[config.mk]
export PLATFORM = sky130hd
export DESIGN_NAME = fpnew_result_reorder_flat
export DESIGN_NICKNAME = d
export VERILOG_FILES = /design/src/rtl/fpnew_result_reorder_if.sv /design/src/rtl/fpnew_result_reorder.sv /design/src/flat_wrapper.sv
export SDC_FILE = /design/constraint.sdc
export NUM_CORES = 1
export LEC_CHECK = 0
export BUFFER_PORTS_ARGS = -buffer_cell sky130_fd_sc_hd__buf_2
export CORE_MARGIN = 4
export CORE_UTILIZATION = 25
export CTS_CLUSTER_SIZE = 24
export DETAILED_ROUTE_END_ITERATION = 8
export GPL_ROUTABILITY_DRIVEN = 0
export HOLD_SLACK_MARGIN = 0.15
export SLEW_MARGIN = 0
export SYNTH_ARGS = -nofsm -noshare
export SYNTH_HDL_FRONTEND = slang
export SYNTH_SLANG_ARGS = --single-unit
[constraint.sdc]
create_clock -name clk_i -period 3.2 [get_ports clk_i]
set_clock_uncertainty 0.1 [all_clocks]
set_input_delay 0.48 -clock clk_i [delete_from_list [all_inputs] [get_ports clk_i]]
set_output_delay 0.48 -clock clk_i [all_outputs]
set_load 0.1 [all_outputs]
[src/rtl/fpnew_result_reorder_if.sv]
// Result-reorder port bundle: allocation, completion and in-order retire channels.
// The small status package lives here so the interface can carry the flag type.
package fpnew_pkg;
    typedef struct packed {
        logic nv; // invalid
        logic dz; // divide by zero
        logic of; // overflow
        logic uf; // underflow
        logic nx; // inexact
    } status_t;
endpackage

interface fpnew_result_reorder_if #(
    parameter int unsigned Width   = 32,
    parameter int unsigned Depth   = 4,
    parameter type         TagType = logic
);
    localparam int unsigned IdWidth = $clog2(Depth);

    logic                 flush_i;
    logic                 alloc_valid_i;
    TagType               alloc_tag_i;
    logic                 alloc_ready_o;
    logic [IdWidth-1:0]   alloc_id_o;
    logic                 in_valid_i;
    logic                 in_ready_o;
    logic [IdWidth-1:0]   in_id_i;
    logic [Width-1:0]     in_result_i;
    fpnew_pkg::status_t   in_status_i;
    logic                 in_ext_bit_i;
    logic                 out_valid_o;
    logic                 out_ready_i;
    logic [Width-1:0]     result_o;
    fpnew_pkg::status_t   status_o;
    logic                 extension_bit_o;
    TagType               tag_o;
    logic                 busy_o;

    modport master (
        output flush_i, alloc_valid_i, alloc_tag_i,
        input  alloc_ready_o, alloc_id_o,
        output in_valid_i, in_id_i, in_result_i, in_status_i, in_ext_bit_i,
        input  in_ready_o,
        input  out_valid_o, result_o, status_o, extension_bit_o, tag_o, busy_o,
        output out_ready_i
    );

    modport slave (
        input  flush_i, alloc_valid_i, alloc_tag_i,
        output alloc_ready_o, alloc_id_o,
        input  in_valid_i, in_id_i, in_result_i, in_status_i, in_ext_bit_i,
        output in_ready_o,
        output out_valid_o, result_o, status_o, extension_bit_o, tag_o, busy_o,
        input  out_ready_i
    );
endinterface

[src/rtl/fpnew_result_reorder.sv]
// Reorder buffer: accepts out-of-order opgroup results keyed by slot ID and
// releases them in allocation order.
module fpnew_result_reorder #(
    parameter int unsigned Width   = 32,
    parameter int unsigned Depth   = 4,
    parameter type         TagType = logic
) (
    input logic                    clk_i,
    input logic                    rst_ni,
    fpnew_result_reorder_if.slave  bus
);
    localparam int unsigned IdWidth = $clog2(Depth);
    localparam int unsigned CntW    = IdWidth + 1;

    logic [IdWidth-1:0] head_q, head_d;
    logic [IdWidth-1:0] tail_q, tail_d;
    logic [CntW-1:0]    count_q, count_d;
    logic [Depth-1:0]   alloc_q, alloc_d;
    logic [Depth-1:0]   done_q, done_d;
    logic [Width-1:0]   result_q [Depth];
    logic [Width-1:0]   result_d [Depth];
    fpnew_pkg::status_t status_q [Depth];
    fpnew_pkg::status_t status_d [Depth];
    logic [Depth-1:0]   ext_q, ext_d;
    TagType             tag_q [Depth];
    TagType             tag_d [Depth];

    logic alloc_fire, in_fire, ret_fire;

    assign bus.alloc_ready_o   = (count_q < CntW'(Depth));
    assign bus.alloc_id_o      = tail_q;
    assign bus.in_ready_o      = !bus.flush_i;
    assign bus.busy_o          = (count_q != '0);
    assign bus.out_valid_o     = done_q[head_q];
    assign bus.result_o        = result_q[head_q];
    assign bus.status_o        = status_q[head_q];
    assign bus.extension_bit_o = ext_q[head_q];
    assign bus.tag_o           = tag_q[head_q];

    // Next-state: retire at head, complete by ID, allocate at tail; flush overrides all.
    always_comb begin
        head_d   = head_q;
        tail_d   = tail_q;
        count_d  = count_q;
        alloc_d  = alloc_q;
        done_d   = done_q;
        result_d = result_q;
        status_d = status_q;
        ext_d    = ext_q;
        tag_d    = tag_q;

        // alloc_ready_o comes from the registered count, so a same-cycle retire
        // never makes room for an allocation.
        alloc_fire = bus.alloc_valid_i && bus.alloc_ready_o && !bus.flush_i;
        // Writes to unallocated or already-completed slots are dropped.
        in_fire    = bus.in_valid_i && bus.in_ready_o
                     && alloc_q[bus.in_id_i] && !done_q[bus.in_id_i];
        ret_fire   = bus.out_valid_o && bus.out_ready_i && !bus.flush_i;

        if (ret_fire) begin
            alloc_d[head_q] = 1'b0;
            done_d[head_q]  = 1'b0;
            head_d          = head_q + IdWidth'(1);
        end

        if (in_fire) begin
            done_d[bus.in_id_i]   = 1'b1;
            result_d[bus.in_id_i] = bus.in_result_i;
            status_d[bus.in_id_i] = bus.in_status_i;
            ext_d[bus.in_id_i]    = bus.in_ext_bit_i;
        end

        if (alloc_fire) begin
            alloc_d[tail_q] = 1'b1;
            done_d[tail_q]  = 1'b0;
            tag_d[tail_q]   = bus.alloc_tag_i;
            tail_d          = tail_q + IdWidth'(1);
        end

        count_d = count_q + CntW'(alloc_fire) - CntW'(ret_fire);

        if (bus.flush_i) begin
            head_d  = '0;
            tail_d  = '0;
            count_d = '0;
            alloc_d = '0;
            done_d  = '0;
        end
    end

    // State registers; reset clears pointers, flags and storage.
    always_ff @(posedge clk_i or negedge rst_ni) begin
        if (!rst_ni) begin
            head_q   <= '0;
            tail_q   <= '0;
            count_q  <= '0;
            alloc_q  <= '0;
            done_q   <= '0;
            result_q <= '{default: '0};
            status_q <= '{default: '0};
            ext_q    <= '0;
            tag_q    <= '{default: '0};
        end else begin
            head_q   <= head_d;
            tail_q   <= tail_d;
            count_q  <= count_d;
            alloc_q  <= alloc_d;
            done_q   <= done_d;
            result_q <= result_d;
            status_q <= status_d;
            ext_q    <= ext_d;
            tag_q    <= tag_d;
        end
    end

    a_legal_completion: assert property (
        @(posedge clk_i) disable iff (!rst_ni)
        (bus.in_valid_i && bus.in_ready_o) |-> (alloc_q[bus.in_id_i] && !done_q[bus.in_id_i])
    );

endmodule

[src/flat_wrapper.sv]
// flat-port wrapper written by rule: the top's interface ports become plain ports
module fpnew_result_reorder_flat 
#(
    parameter int unsigned Width   = 32,
    parameter int unsigned Depth   = 4,
    parameter type         TagType = logic
)
  (clk_i, rst_ni, bus_flush_i, bus_alloc_valid_i, bus_alloc_tag_i, bus_alloc_ready_o, bus_alloc_id_o, bus_in_valid_i, bus_in_id_i, bus_in_result_i, bus_in_status_i, bus_in_ext_bit_i, bus_in_ready_o, bus_out_valid_o, bus_result_o, bus_status_o, bus_extension_bit_o, bus_tag_o, bus_busy_o, bus_out_ready_i);
  fpnew_result_reorder_if #(.Width(Width), .Depth(Depth), .TagType(TagType)) bus_i ();
  input logic clk_i;
  input logic rst_ni;
  input wire logic [$bits(bus_i.flush_i)-1:0] bus_flush_i;
  input wire logic [$bits(bus_i.alloc_valid_i)-1:0] bus_alloc_valid_i;
  input wire logic [$bits(bus_i.alloc_tag_i)-1:0] bus_alloc_tag_i;
  output wire logic [$bits(bus_i.alloc_ready_o)-1:0] bus_alloc_ready_o;
  output wire logic [$bits(bus_i.alloc_id_o)-1:0] bus_alloc_id_o;
  input wire logic [$bits(bus_i.in_valid_i)-1:0] bus_in_valid_i;
  input wire logic [$bits(bus_i.in_id_i)-1:0] bus_in_id_i;
  input wire logic [$bits(bus_i.in_result_i)-1:0] bus_in_result_i;
  input wire logic [$bits(bus_i.in_status_i)-1:0] bus_in_status_i;
  input wire logic [$bits(bus_i.in_ext_bit_i)-1:0] bus_in_ext_bit_i;
  output wire logic [$bits(bus_i.in_ready_o)-1:0] bus_in_ready_o;
  output wire logic [$bits(bus_i.out_valid_o)-1:0] bus_out_valid_o;
  output wire logic [$bits(bus_i.result_o)-1:0] bus_result_o;
  output wire logic [$bits(bus_i.status_o)-1:0] bus_status_o;
  output wire logic [$bits(bus_i.extension_bit_o)-1:0] bus_extension_bit_o;
  output wire logic [$bits(bus_i.tag_o)-1:0] bus_tag_o;
  output wire logic [$bits(bus_i.busy_o)-1:0] bus_busy_o;
  input wire logic [$bits(bus_i.out_ready_i)-1:0] bus_out_ready_i;
  assign bus_i.flush_i = bus_flush_i;
  assign bus_i.alloc_valid_i = bus_alloc_valid_i;
  assign bus_i.alloc_tag_i = bus_alloc_tag_i;
  assign bus_alloc_ready_o = bus_i.alloc_ready_o;
  assign bus_alloc_id_o = bus_i.alloc_id_o;
  assign bus_i.in_valid_i = bus_in_valid_i;
  assign bus_i.in_id_i = bus_in_id_i;
  assign bus_i.in_result_i = bus_in_result_i;
  assign bus_i.in_status_i = bus_in_status_i;
  assign bus_i.in_ext_bit_i = bus_in_ext_bit_i;
  assign bus_in_ready_o = bus_i.in_ready_o;
  assign bus_out_valid_o = bus_i.out_valid_o;
  assign bus_result_o = bus_i.result_o;
  assign bus_status_o = bus_i.status_o;
  assign bus_extension_bit_o = bus_i.extension_bit_o;
  assign bus_tag_o = bus_i.tag_o;
  assign bus_busy_o = bus_i.busy_o;
  assign bus_i.out_ready_i = bus_out_ready_i;
  fpnew_result_reorder #(.Width(Width), .Depth(Depth), .TagType(TagType)) u_core (.clk_i(clk_i), .rst_ni(rst_ni), .bus(bus_i));
endmodule
Yosys cells after proc, flatten, opt, wreduce, memory -nomap -nowiden
Cells that the tools add are included.
- $add $sub $neg: 4
- reduce and logical (&&, ||, !) cells: 17
- multiplexer cells: 45
- bitwise operators: 10
- magnitude comparators: 12
- operators with widths (operator ; number):
    bitwise mux 128 bit ; 1
    2-to-1 mux 32 bit ; 3
    binary-select mux 32 bit (select 2 bit) ; 1
    demux 32 bit (select 2 bit) ; 1
    2-to-1 mux 4 bit ; 7
    bitwise mux 20 bit ; 1
    2-to-1 mux 5 bit ; 3
    AND 4 bit ; 3
    logical AND 1 bit ; 12
    binary-select mux 1 bit (select 2 bit) ; 5
    binary-select mux 5 bit (select 2 bit) ; 1
    demux 5 bit (select 2 bit) ; 1
    2-to-1 mux 1 bit ; 10
    greater-or-equal comparator 3 bit (second input constant) ; 3
    < comparator 2 x 3 -> 1 bit (second input constant) ; 3
    inverter 2 -> 3 bit ; 3
    bitwise mux 4 bit ; 2
    demux 1 bit (select 2 bit) ; 4
    2-to-1 mux 2 bit ; 4
    inverter 4 bit ; 2
    bitwise OR 4 bit ; 2
    greater-or-equal comparator 2 x 1 -> 1 bit (second input constant) ; 3
    < comparator 3 x 1 -> 1 bit (second input constant) ; 2
    adder 2 x 1 -> 2 bit (second input constant) ; 2
    7 further kinds ; 9
- bits of input ports: 47
- flip-flop bits (word level): 171

Logic depth before layout (Yosys ltp)
Gate-level depths: netlist (run 1).
- word-level depth: 12
- depth in mapped cells: 12
- depth with buffers taken out: 11

Worst setup path before layout (run 1)
OpenSTA, ideal clock, no wires.
- kind: input to register
- from: input port bus_flush_i
- to: register u_core.count_q[2]
- library setup time: 0.132 ns
- data required time: 2.968 ns
- arrival: 2.755 ns
- path buffers: 0
- setup slack: 0.213 ns
- cell stages on the path: 10
- path through: clkinv_1 and2_1 ha_1 inv_1 ha_1 inv_1 fa_1 xnor2_1 xnor2_1 nor2_1
- longest elaborated chain between the ends: 5
- elaborated cells on any way between the ends: 6
- classes of those cells: add/sub: 2; mux: 1; reduce/logical: 3
- ends and longest elaborated chain (item ; RTL line ; source):
    from (decl) ; flat_wrapper.sv:12 ; input wire logic [$bits(bus_i.flush_i)-1:0] bus_flush_i;
    logical NOT 1 bit ; fpnew_result_reorder.sv:54, fpnew_result_reorder.sv:58 ;
    logical AND 1 bit ; fpnew_result_reorder.sv:54 ; alloc_fire = bus.alloc_valid_i && bus.alloc_ready_o && !bus.flush_i;
    adder 3 x 1 -> 3 bit ; fpnew_result_reorder.sv:80 ; count_d = count_q + CntW'(alloc_fire) - CntW'(ret_fire);
    subtractor 3 x 1 -> 3 bit ; fpnew_result_reorder.sv:80 ;
    2-to-1 mux 3 bit * ; fpnew_result_reorder.sv:82 ; if (bus.flush_i) begin
    net u_core.count_d[2] ; fpnew_result_reorder.sv:17 ; logic [CntW-1:0] count_q, count_d;
    to (signal assigned) ; fpnew_result_reorder.sv:106 ; count_q <= count_d;
    to (decl) ; fpnew_result_reorder.sv:17 ;
Mark *: on every way through the listed nets, which the timed path passes. The rest lies on a longest branch.
A chain may end at the register's enable or synchronous reset.

Worst setup path after layout (run 1)
- from: register u_core.head_q[0]
- to: output port bus_result_o[31]
- longest elaborated chain between the ends: 4
- ends and longest elaborated chain (item ; RTL line ; source):
    from (decl) ; fpnew_result_reorder.sv:15 ; logic [IdWidth-1:0] head_q, head_d;
    from (signal assigned) ; fpnew_result_reorder.sv:94 ; head_q <= '0;
    from (signal assigned) ; fpnew_result_reorder.sv:104 ; head_q <= head_d;
    inverter 2 -> 3 bit (implied by the code) ; fpnew_result_reorder.sv:35 ; assign bus.result_o = result_q[head_q];
    binary-select mux 32 bit (select 2 bit) ; fpnew_result_reorder.sv:35 ;
    2-to-1 mux 32 bit (implied by the code) (2 in a row) ; fpnew_result_reorder.sv:35 ;
    to (decl) ; flat_wrapper.sv:24 ; output wire logic [$bits(bus_i.result_o)-1:0] bus_result_o;
Every way passes these cells. The select of a mux whose other input is x is not followed.

==> run summary, run 1 <==
Of the available clock period, the critical path in the final layout requires 0.855. The root buffer cell chosen for the clock tree is sky130_fd_sc_hd__clkbuf_16. The highest net fanout along the worst path came out at 42. The synthesized-area fraction occupied by ao, oa, aoi and oai cells is 0.0222. The die is about 180 um tall.

Of the total power, the clock network draws 0.305. The HPWL after detailed placement came out at between 10000 and 15000 um. The setup slack of the critical path after layout came out at 0.465 ns. The number of antenna violations at the first check in global routing is 2. The worst setup path is of the reg -> out kind.

The worst register-to-register path begins at u_core.head_q[1]. The count of nets left with antenna violations after detail routing came out at 0. The count of distinct cell types in the synthesized netlist came out at 31.

For this run, the post-layout net count is 630. Setup repair after global routing left no endpoint under its margin. Counting flops with an async set or reset pin after synthesis yields a share of 1.00. The signed area change from the synthesized netlist to the final layout is 19.8%. The number of setup violations in the final report is 0. In this run the power density over the cells is roughly 740 mW/mm2. The total overflow left after global routing is 0. The core footprint is 0.0307 mm2. In this run the static leakage power is 4.40 nW. The critical path goes through buf_12 -> mux4_2 -> buf_2. In this run, the number of DRC markers left after iteration 0 of detailed routing was 211. The source-to-sink clock delay at the later pin of the worst-skew pair is 0.44 ns.

The shortest period the worst path allows came out at ~2.7 ns. Averaged over all synthesized cells, the footprint is 16.3 um2. The synthesized design spends more area on one cell type than any other, namely sky130_fd_sc_hd__dfrtp_1. The critical path capture point type is a primary output. Data on the critical path arrives at its endpoint at 2.16 ns.

The initialized floorplan defines 64 standard-cell rows. The initial core utilization came out at 0.254. The per-cell routed wire length came out at between 15 and 20 um. The number of global-route vias before repair is 4887. The first detailed-routing pass took 4 iterations. No sink is reached through more buffers than the 2 on the longest clock path. The total of max-cap violations came out at 0.

The most critical setup path has its startpoint at u_core.head_q[0]. The total number of H-tree levels is 4. The number of buffers created by CTS came out at 17. The fraction of power consumed by combinational cells came out at 0.310. The fraction of the mapped netlist area in adder cells came out at 0.0186. The count of mapped cells out of synthesis came out at 477. The most used flip-flop cell after synthesis is sky130_fd_sc_hd__dfrtp_1. The largest individual stage delay along the critical path comes from the cell sky130_fd_sc_hd__mux4_2. The first global-routing pass estimated 27600 um of wire. The maximum cell stage delay along the critical path is 0.58 ns.

The flip-flop and latch count after synthesis came out at around 170. For this run, the total global-route usage over all layers was measured as 0.105. The overall via count from detail_route is 4404. The worst setup slack after placement is between 0.5 and 0.6 ns.

The worst min-delay path startpoint is bus_in_result_i[11]. The number of hold-slack violations in the final timing report came out at 0. By area, the combinational part of the netlist is dominated by multiplexers.

The wire length reported by the detailed router came out at 16900 um. The total die area came out at around 0.034 mm2. For this run, the number of Yosys warnings is 0. The number of clock sinks seen by CTS is 171. Summing all placed instances gives a cell area of 0.00873 mm2.

The highest achievable clock rate came out at 0.366 GHz. The fraction of final layout cells with drive strength greater than 1 is 0.545. The count of flip-flops with a built-in enable after synthesis is 0. On the critical path the largest part of the delay comes from buffers and inverters. IR analysis of the VDD net gives a maximum drop of 0.000397 V. The worst-margin pin slew is ~0.70 ns. The power after layout came out at approximately 6.9 mW. STA classifies the critical path startpoint as a register. Ranked by instance count, the synthesized netlist is headed by 171 x sky130_fd_sc_hd__dfrtp_1, 109 x sky130_fd_sc_hd__mux2_2, 39 x sky130_fd_sc_hd__mux4_2, 29 x sky130_fd_sc_hd__mux2_4, 19 x sky130_fd_sc_hd__mux2_1. The tightest min-delay check is of the in -> reg type. The portion of synthesized area spent on multiplexers is 0.358. The fraction of the mapped netlist area in simple logic gates came out at 0.0217. The sequential-to-total area share from yosys stat came out at 0.549. The flow ran to the end, and the final reports show no timing, DRC or antenna violations. The number of buffers and inverters on the critical path is 2. During I/O placement, the number of pins put on the boundary was 92. By area the synthesized netlist is led by sky130_fd_sc_hd__dfrtp_1 55%, sky130_fd_sc_hd__mux2_2 16%, sky130_fd_sc_hd__mux4_2 11%. In the routed layout, each cell is associated on average with a via count of approximately 4.5. Of the total synthesized cell area, the portion taken by XOR and XNOR cells is 0.00337. TritonCTS built the clock tree.

The share of the core filled with cells came out at 0.304. For the worst setup path, the data required time is 2.62 ns. With fillers left out, the area of the finished cells amounts to approximately 0.0093 mm2. The area share of the largest cell type after synthesis is 0.549. The switching part of the total came out at 0.383. The internal power component is ~4.3 mW.

The clock-pin slew on the worst setup and hold paths is 0.07 ns. The detailed-route DRC error count is 0. The headroom to the max-slew limit came out at 0.530. The post-cts repair resize count came out at 0.

The total standard cell area after synthesis is between 0.007 and 0.008 mm2. The number of max-slew violations in the final report came out at 0. The count of buffers from port buffering is 91.

The largest net degree at the start of global routing came out at 75. The number of nets handed over by synthesis was 535. The die is 185 um wide.

In this run the power spent charging and discharging nets is between 2 and 3 mW. Summed over all failing endpoints, the final setup total negative slack is 0 ns. The fraction of power consumed by sequential logic came out at 0.385. By instance count, the leading cell after synthesis is sky130_fd_sc_hd__dfrtp_1.
==> cell usage in the layout, fill, tap and decap left out, types with 3 or more instances in the layout <==
cell type / Yosys / layout
sky130_fd_sc_hd__a21o_1: 4 / 4
sky130_fd_sc_hd__a21oi_1: 4 / 4
sky130_fd_sc_hd__a22oi_1: 4 / 4
sky130_fd_sc_hd__a311oi_1: 4 / 4
sky130_fd_sc_hd__a31oi_1: 6 / 6
sky130_fd_sc_hd__and3b_1: 3 / 3
sky130_fd_sc_hd__buf_12: 0 / 4
sky130_fd_sc_hd__buf_2: 11 / 90
sky130_fd_sc_hd__buf_4: 5 / 8
sky130_fd_sc_hd__clkbuf_16: 0 / 17
sky130_fd_sc_hd__clkinv_4: 0 / 3
sky130_fd_sc_hd__clkinvlp_4: 0 / 3
sky130_fd_sc_hd__dfrtp_1: 171 / 169
sky130_fd_sc_hd__ha_1: 10 / 10
sky130_fd_sc_hd__inv_1: 9 / 9
sky130_fd_sc_hd__inv_6: 0 / 3
sky130_fd_sc_hd__mux2_1: 19 / 19
sky130_fd_sc_hd__mux2_2: 109 / 109
sky130_fd_sc_hd__mux2_4: 29 / 29
sky130_fd_sc_hd__mux2i_1: 3 / 3
sky130_fd_sc_hd__mux4_2: 39 / 39
sky130_fd_sc_hd__nand2_1: 10 / 10
sky130_fd_sc_hd__nor2_1: 7 / 7
sky130_fd_sc_hd__nor2b_1: 3 / 3
sky130_fd_sc_hd__xnor2_1: 3 / 3
==> power groups by stage <==
stage	clock, mW	sequential (mW)	combinational, mW
after floorplan	0	2.67	1.81
after global placement	0	2.70	2.15
after detailed placement	0	2.71	2.17
after CTS	2.19	2.67	2.17
after global routing	2.28	2.71	2.25
final	2.11	2.67	2.15
==> routing by layer <==
layer,vias up,track usage,wire (um)
met1,2356,0.136,7870
met2,74,0.166,7980
met5,-,0,20
met4,2,0.0346,222
met3,17,0.0369,847
li1,1955,-,-
==> sequential cells by signal, summed over array words and instances (netlist names), 3 cells and up <==
register	flops
u_core.ext_q	4
u_core.result_q	128
u_core.alloc_q	4
u_core.status_q	20
u_core.count_q	3
u_core.done_q	4
u_core.tag_q	4
==> cell type report <==
type	count	area (um2)
fill	3058	21300
sequential	171	4280
multi-input combinational	268	3310
timing repair buffer	104	612
tap	396	495
clock buffer	20	447
clock inverter	12	140
inverter	10	37.5
antenna	1	2.50
==> cells by family (layout without fill, tap and decap cells) <==
logic type,count (synthesis),in the layout
compound gates,24,24
mux,199,199
buf+inv,38,146
flops,171,171
simple gates,31,31
xor+xnor,3,3
other cells,0,1
fa+ha+maj,11,11
==> stage by stage <==
step                std cells  hold WS (ns)
CTS                       981         0.171
finish                    982         0.198
global route              982         0.181
detailed placement        948         0.345
floorplan                 477        0.0844
global placement          948         0.343
==> timing repair <==
item / CTS / global route
hold endpoints to repair: 40 / 0
setup endpoints to repair: 0 / 0
hold buffers: 1 / 0
setup buffers: 0 / 0
==> path summary, 6_finish.rpt <==
| check | endpoint | slack (ns) | depth (start not counted) |
|---|---|---|---|
| max | bus_result_o[31] | 0.46 | 3 |
| min | u_core.result_q[75] | 0.20 | 2 |
| max reg2reg | u_core.count_q[2] | 0.68 | 11 |
| min reg2reg | u_core.status_q[7] | 0.38 | 1 |
| max in group asynchronous | u_core.status_q[16] | 1.80 | 3 |
| min in group asynchronous | u_core.result_q[46] | 0.43 | 2 |
Note: power is estimated with default switching activity, not from simulation.
==> run 2: changes to the inputs <==
- clock period: 3.2 -> 3.4 ns (I/O delays scaled with it)
==> run summary, run 2 (synthesis gave the netlist of run 1 again) <==
The flow ran to the end, and the final reports show no timing, DRC or antenna violations. The overall fraction of global-route tracks in use is 0.106 (+0.000237). The via density per instance is 4.42 (-1.5%). In the final layout, the registers with the most flip-flops are u_core.result_q (128), u_core.status_q (20). The post-CTS setup-driven buffer insertion count came to 0 (unchanged). The count of nets left with antenna violations after detail routing came out at 0 (unchanged). The post-cts repair resize count is 0 (unchanged). The share of the core filled with cells is 0.304 (-0.000531).

The die extent in x came to 185 um (unchanged). The sum of buffers and inverters on the critical path came out at 2 (unchanged). The standard-cell row count was 64 (unchanged). The part of the cycle the worst path needs is 0.805. The overall via count from detail_route came out at 4330 (-1.7%). The initial core utilization was 0.254 (unchanged). TritonCTS built the clock tree. The final global-route overflow total was 0 (unchanged). The number of inserted filler cells in the final layout is 3063 (+0.16%). The number of global-route vias before repair came out at 4742 (-3.0%). The part of the total power dissipated in the clock network came to 0.303 (-0.002). The worst setup slack after placement came out at 0.707 ns (+0.191 ns). The fraction of power consumed by sequential logic is 0.387 (+0.002). The worst setup path is of the reg -> out kind. The number of antenna violations at the first check in global routing came out at 1 (-1). The worst setup path is launched from a register. The required time reported for the critical path endpoint came out at 2.79 ns (+0.17 ns). The library cell used most frequently in the layout, excluding fill and tap cells, is sky130_fd_sc_hd__dfrtp_1. The reg2reg setup slack is 0.77 ns (+0.09 ns). The total number of H-tree levels was 4 (unchanged). The highest achievable clock rate is 0.365 GHz. More flip-flops sit in one register than any other, and that register is u_core.result_q. The headroom to the max-slew limit is 0.644 (+0.113). The total of max-cap violations is 0 (unchanged). The number of buffers created by CTS is 17 (unchanged).

The static leakage power is 4.39 nW (-0.10%). The shortest period the worst path allows is 2.74 ns. The worst ir drop on vdd is 0.000352 V (-11%). The largest net degree at the start of global routing is 90 (+20%). The number of hold-slack violations in the final timing report came out at 0 (unchanged).

The wire length reported by the detailed router came out at 16900 um (-0.38%). The fraction of final layout cells with drive strength greater than 1 was 0.548 (+0.00265). The total die area came out at 0.0340 mm2 (unchanged). The per-cell routed wire length came to 17.2 um (-0.18%). The signed area change from the synthesized netlist to the final layout is 19.5%. The highest net fanout along the worst path came to 45 (+7.1%). The die span in y came out at 185 um (unchanged).

The clock-pin slew on the worst setup and hold paths is 0.08 ns (about the same). The source-to-sink clock delay at the later pin of the worst-skew pair is 0.43 ns (about the same). The count of buffers from port buffering is 91 (unchanged). The deepest clock path buffer count came to 2 (unchanged).

The first-pass GRT wire length came out at 27500 um (-0.20%). The number of clock sinks seen by CTS came to 171 (unchanged). In this run the worst hold path is classified as in -> reg.

The gate family responsible for the most delay along the worst path is buffers and inverters. The maximum cell stage delay along the critical path came out at 0.57 ns (about the same). Leaving out fill and tap cells, the most frequent cells in the layout are 169 x sky130_fd_sc_hd__dfrtp_1, 109 x sky130_fd_sc_hd__mux2_2, 90 x sky130_fd_sc_hd__buf_2, 39 x sky130_fd_sc_hd__mux4_2, 29 x sky130_fd_sc_hd__mux2_4.

The setup slack of the critical path after layout is 0.662 ns (+0.198 ns). The detailed-route DRC error count is 0 (unchanged). The number of top-level pins came out at 92 (unchanged). The HPWL after detailed placement came out at 10600 um (+1.3%). The power density over the cells is 699 mW/mm2 (-5.9%). The number of flip-flops under the largest register name came to 128 (unchanged). The worst-margin pin slew came out at 0.532 ns (-0.172 ns).

The count of hold buffers inserted by post-cts repair came out at 1 (unchanged). The fraction of power consumed by combinational cells is 0.310 (about the same). The sum of negative setup slack is 0 ns (unchanged). The violation count after the first detailed-route iteration came to 157 (-26%). The number of iterations in the first detailed-routing pass is 4 (unchanged). The internal power component is 4.00 mW (-6.3%). The core footprint was 0.0307 mm2 (unchanged). The endpoint arrival time on the critical path came out at 2.13 ns (-0.03 ns). The count of nets after finishing came out at 630 (unchanged). Setup repair after global routing left no endpoint under its margin. The switching part of the total came out at 0.385 (+0.00154). The number of setup violations in the final report came out at 0 (unchanged).

The slowest library cell on the worst path is sky130_fd_sc_hd__mux4_2. The signal on the critical path passes through buf_12 -> mux4_2 -> buf_2. The number of max-slew violations in the final report is 0 (unchanged). STA classifies the critical path endpoint as a primary output. The net load switching power came to 2.50 mW (-5.7%).

The final antenna diode count is 0 (-1). Clock tree synthesis selected as its root buffer the cell sky130_fd_sc_hd__clkbuf_16.
==> run 2: layer usage <==
layer	global-route usage	part of all wire
met1	0.140	0.45
met2	0.165	0.49
met3	0.0365	0.051
met4	0.0311	0.011
met5	0	0.00077
==> run 2: power by group through the flow <==
stage	sequential [mW]	clock, mW	combinational (mW)
after CTS	2.52	2.05	2.04
after global placement	2.54	0	2.02
after floorplan	2.52	0	1.70
after global routing	2.55	2.13	2.12
final	2.51	1.97	2.02
after detailed placement	2.55	0	2.04
==> run 2: layout make-up <==
class,count,area (um2),share of cell area
sequential,171,4280,0.460
multi-input combinational,268,3310,0.356
timing repair buffer,104,599,0.0644
tap,396,495,0.0532
clock buffer,17,425,0.0457
clock inverter,14,160,0.0172
inverter,10,37.5,0.00403
==> run 2: final timing paths <==
path | startpoint | end | cells after the start
setup / recovery | u_core.head_q[0] | bus_result_o[31] | 3
hold / removal | bus_in_result_i[11] | u_core.result_q[75] | 2
setup reg to reg | u_core.head_q[1] | u_core.count_q[2] | 11
hold reg to reg | u_core.result_q[63] | u_core.result_q[63] | 1
max in group asynchronous | rst_ni | u_core.status_q[19] | 3
min in group asynchronous | rst_ni | u_core.result_q[78] | 2
==> run 2: metrics by stage <==
stage | area [um2] | cells | hold slack (ns) | total power [mW]
floorplan | 7790 | 477 | 0.114 | 4.22
global placement | 8720 | 948 | 0.363 | 4.56
detailed placement | 8720 | 948 | 0.371 | 4.59
CTS | 9310 | 980 | 0.193 | 6.60
global route | 9310 | 980 | 0.206 | 6.81
finish | 9310 | 980 | 0.229 | 6.51
==> run 3: changes to the inputs <==
- clock period: 3.4 -> 2.2 ns (I/O delays scaled with it)
==> run summary, run 3 (synthesis gave the netlist of run 1 again) <==
The count of nets left with antenna violations after detail routing was 0 (unchanged). The total of max-cap violations is 0 (unchanged). The library cells used most frequently in the layout, excluding fill and tap cells, are 169 x sky130_fd_sc_hd__dfrtp_1, 108 x sky130_fd_sc_hd__mux2_2, 50 x sky130_fd_sc_hd__buf_2, 40 x sky130_fd_sc_hd__dlygate4sd3_1, 39 x sky130_fd_sc_hd__mux4_2. The number of flip-flops under the largest register name is 128 (unchanged). The power density over the cells is 1010 mW/mm2 (+45%). The kind of start point of the critical path is a register. The total number of H-tree levels came out at 4 (unchanged). The number of buffers created by CTS is 17 (unchanged). The source-to-sink clock delay at the later pin of the worst-skew pair came out at 0.43 ns (about the same). The number of iterations in the first detailed-routing pass came out at 4 (unchanged). Grouping stages by cell kind, the critical path spends the most delay in adder cells. The standard-cell row count came to 64 (unchanged).

The headroom to the max-slew limit came to 0.581 (-0.0633). The largest net degree at the start of global routing is 58 (-36%). The register area came out at 0.00428 mm2 (unchanged).

The die span in y came out at 185 um (unchanged). The category of the most critical setup path is reg -> reg. The die extent in x came out at 185 um (unchanged).

The total die area is 0.0340 mm2 (unchanged). The worst ir drop on vdd is 0.000546 V (+55%). The overall via count from detail_route came out at 4571 (+5.6%). The count of nets after finishing is 692 (+9.8%). The fraction of final layout cells with drive strength greater than 1 came out at 0.546 (-0.00151). The via density per instance came to 4.39 (-0.72%).

The violation count after the first detailed-route iteration came out at 105 (-33%). The sum of negative setup slack came to -6.33 ns (-6.33 ns). The register with the most flip-flops in the final layout is u_core.result_q. The endpoint arrival time on the critical path came out at 2.65 ns (+0.52 ns). The number of hold-slack violations in the final timing report is 0 (unchanged). The run finished, with violations left.

The setup slack of the critical path after layout came out at -0.230 ns (-0.892 ns). The root cell of the clock tree is sky130_fd_sc_hd__clkbuf_16. The number of clock sinks seen by CTS was 171 (unchanged). The final antenna diode count is 0 (unchanged). For this design, the slowest cell found on the critical path is sky130_fd_sc_hd__dfrtp_2. The highest net fanout along the worst path is 4 (-91%). The first-pass GRT wire length came out at 28700 um (+4.4%). The library cell used most frequently in the layout, excluding fill and tap cells, is sky130_fd_sc_hd__dfrtp_1. The part of the cycle the worst path needs came out at 1.10. The area of the multi-input gates is 0.00339 mm2 (+2.4%). The shortest period the worst path allows is 2.43 ns. Static timing analysis puts the maximum clock frequency at 0.412 GHz. The worst-margin pin slew is 0.629 ns (+0.0973 ns). The detailed-route DRC error count is 0 (unchanged). The number of inserted filler cells in the final layout came out at 2935 (-4.2%). The count of buffers from port buffering came out at 91 (unchanged). The critical path goes through mux2_4 -> o2bb2ai_4 -> and2_4 -> ha_4 -> inv_2 -> ha_4 -> inv_2 -> fa_2 -> xnor2_2 -> xnor2_1 -> nor2_1. The required time reported for the critical path endpoint was 2.42 ns (-0.37 ns). The initial core utilization is 0.254 (unchanged). The number of max-slew violations in the final report came to 0 (unchanged). The maximum cell stage delay along the critical path came out at 0.46 ns (-0.11 ns). Setup repair after global routing could not meet its margin everywhere. The clock-pin slew on the worst setup and hold paths came out at 0.07 ns (about the same).

The number of top-level pins is 92 (unchanged). The cell total after placement is 964 (+1.7%). STA classifies the critical path endpoint as a register. Relative to the synthesized area, the layout overhead comes to 35.5%. The core footprint came out at 0.0307 mm2 (unchanged). In the final layout, the registers with the most flip-flops are u_core.result_q (128), u_core.status_q (20).

The static leakage power is 4.86 nW (+11%). The per-cell routed wire length is 17.2 um (about the same). The final global-route overflow total came out at 0 (unchanged). The sum of buffers and inverters on the critical path came out at 2 (unchanged).

The min-delay analysis places its worst path in the category in -> reg. TritonCTS built the clock tree. The overall fraction of global-route tracks in use came to 0.110 (+0.00380).

The number of setup violations in the final report came out at 42 (+42). The wire length reported by the detailed router is 17900 um (+6.3%). The number of global-route vias before repair came out at 5096 (+7.5%). The deepest clock path buffer count is 2 (unchanged). The HPWL after detailed placement is 11200 um (+5.7%).

The final reports fail on setup timing. The number of non-filler instances in the completed layout came out at 1042 (+6.3%). The number of antenna violations at the first check in global routing came out at 0 (-1).
run 3: routing by layer:
| metal | global-route usage | vias to the layer above | wire length (um) |
|---|---|---|---|
| met5 | 0 | - | 0 |
| met4 | 0.0248 | 0 | 144 |
| met3 | 0.0343 | 8 | 805 |
| met2 | 0.184 | 71 | 8950 |
| met1 | 0.139 | 2415 | 8020 |
| li1 | - | 2077 | - |
run 3: metrics by stage:
step	hold slack [ns]	util	worst slack [ns]	total power, mW	instance area [um2]
after global placement	0.276	0.300	-0.274	7.37	9210
after floorplan	-0.0656	-	-0.401	6.52	7830
after CTS	0.184	0.339	-0.251	10.8	10400
after detailed placement	0.289	0.300	-0.277	7.41	9210
after global routing	0.204	0.344	-0.305	11.1	10600
final	0.200	0.344	-0.230	10.7	10600
run 3: where the power goes:
| part | internal, mW | leakage [nW] | switching [mW] | total (mW) |
|---|---|---|---|---|
| combinational | 1.38 | 2.28 | 2.38 | 3.75 |
| clock | 1.71 | 0.284 | 1.33 | 3.04 |
| sequential | 3.64 | 2.30 | 0.242 | 3.88 |
| total | 6.73 | 4.86 | 3.95 | 10.7 |
run 3: final cells by class:
cell class,instances,area share
multi-input cells,268,0.321
clock inverters,12,0.0132
flip-flops and latches,171,0.406
clock buffers,19,0.0420
repair buffers,166,0.167
well taps,396,0.0469
inverters,10,0.00367
run 3: final timing paths:
kind	start	endpoint	slack (ns)	cells after the start
worst max-delay path	u_core.head_q[1]	u_core.count_q[2]	-0.23	11
worst min-delay path	bus_flush_i	u_core.count_q[2]	0.20	3
worst max register to register	u_core.head_q[1]	u_core.count_q[2]	-0.23	11
worst min register to register	u_core.result_q[59]	u_core.result_q[59]	0.38	1
max in group asynchronous	rst_ni	u_core.result_q[119]	1.04	3
min in group asynchronous	rst_ni	u_core.bus.alloc_id_o[1]	0.37	2
run 3: timing repair:
item	CTS	global route
resized for setup	62	12
pin swaps	2	6
gates cloned	0	3
hold endpoints to repair	207	0
endpoints found under the setup margin	42	42
hold buffers	40	0
buffers inserted	1	3
run 3: worst register-to-register path: stages, from the launching register on:
cell and delay (ns):
sky130_fd_sc_hd__dfrtp_2 0.46, sky130_fd_sc_hd__mux2_4 0.33, sky130_fd_sc_hd__o2bb2ai_4 0.12, sky130_fd_sc_hd__and2_4 0.15, sky130_fd_sc_hd__ha_4 0.23, sky130_fd_sc_hd__inv_2 0.06, sky130_fd_sc_hd__ha_4 0.11, sky130_fd_sc_hd__inv_2 0.03
sky130_fd_sc_hd__fa_2 0.37, sky130_fd_sc_hd__xnor2_2 0.15, sky130_fd_sc_hd__xnor2_1 0.15, sky130_fd_sc_hd__nor2_1 0.06
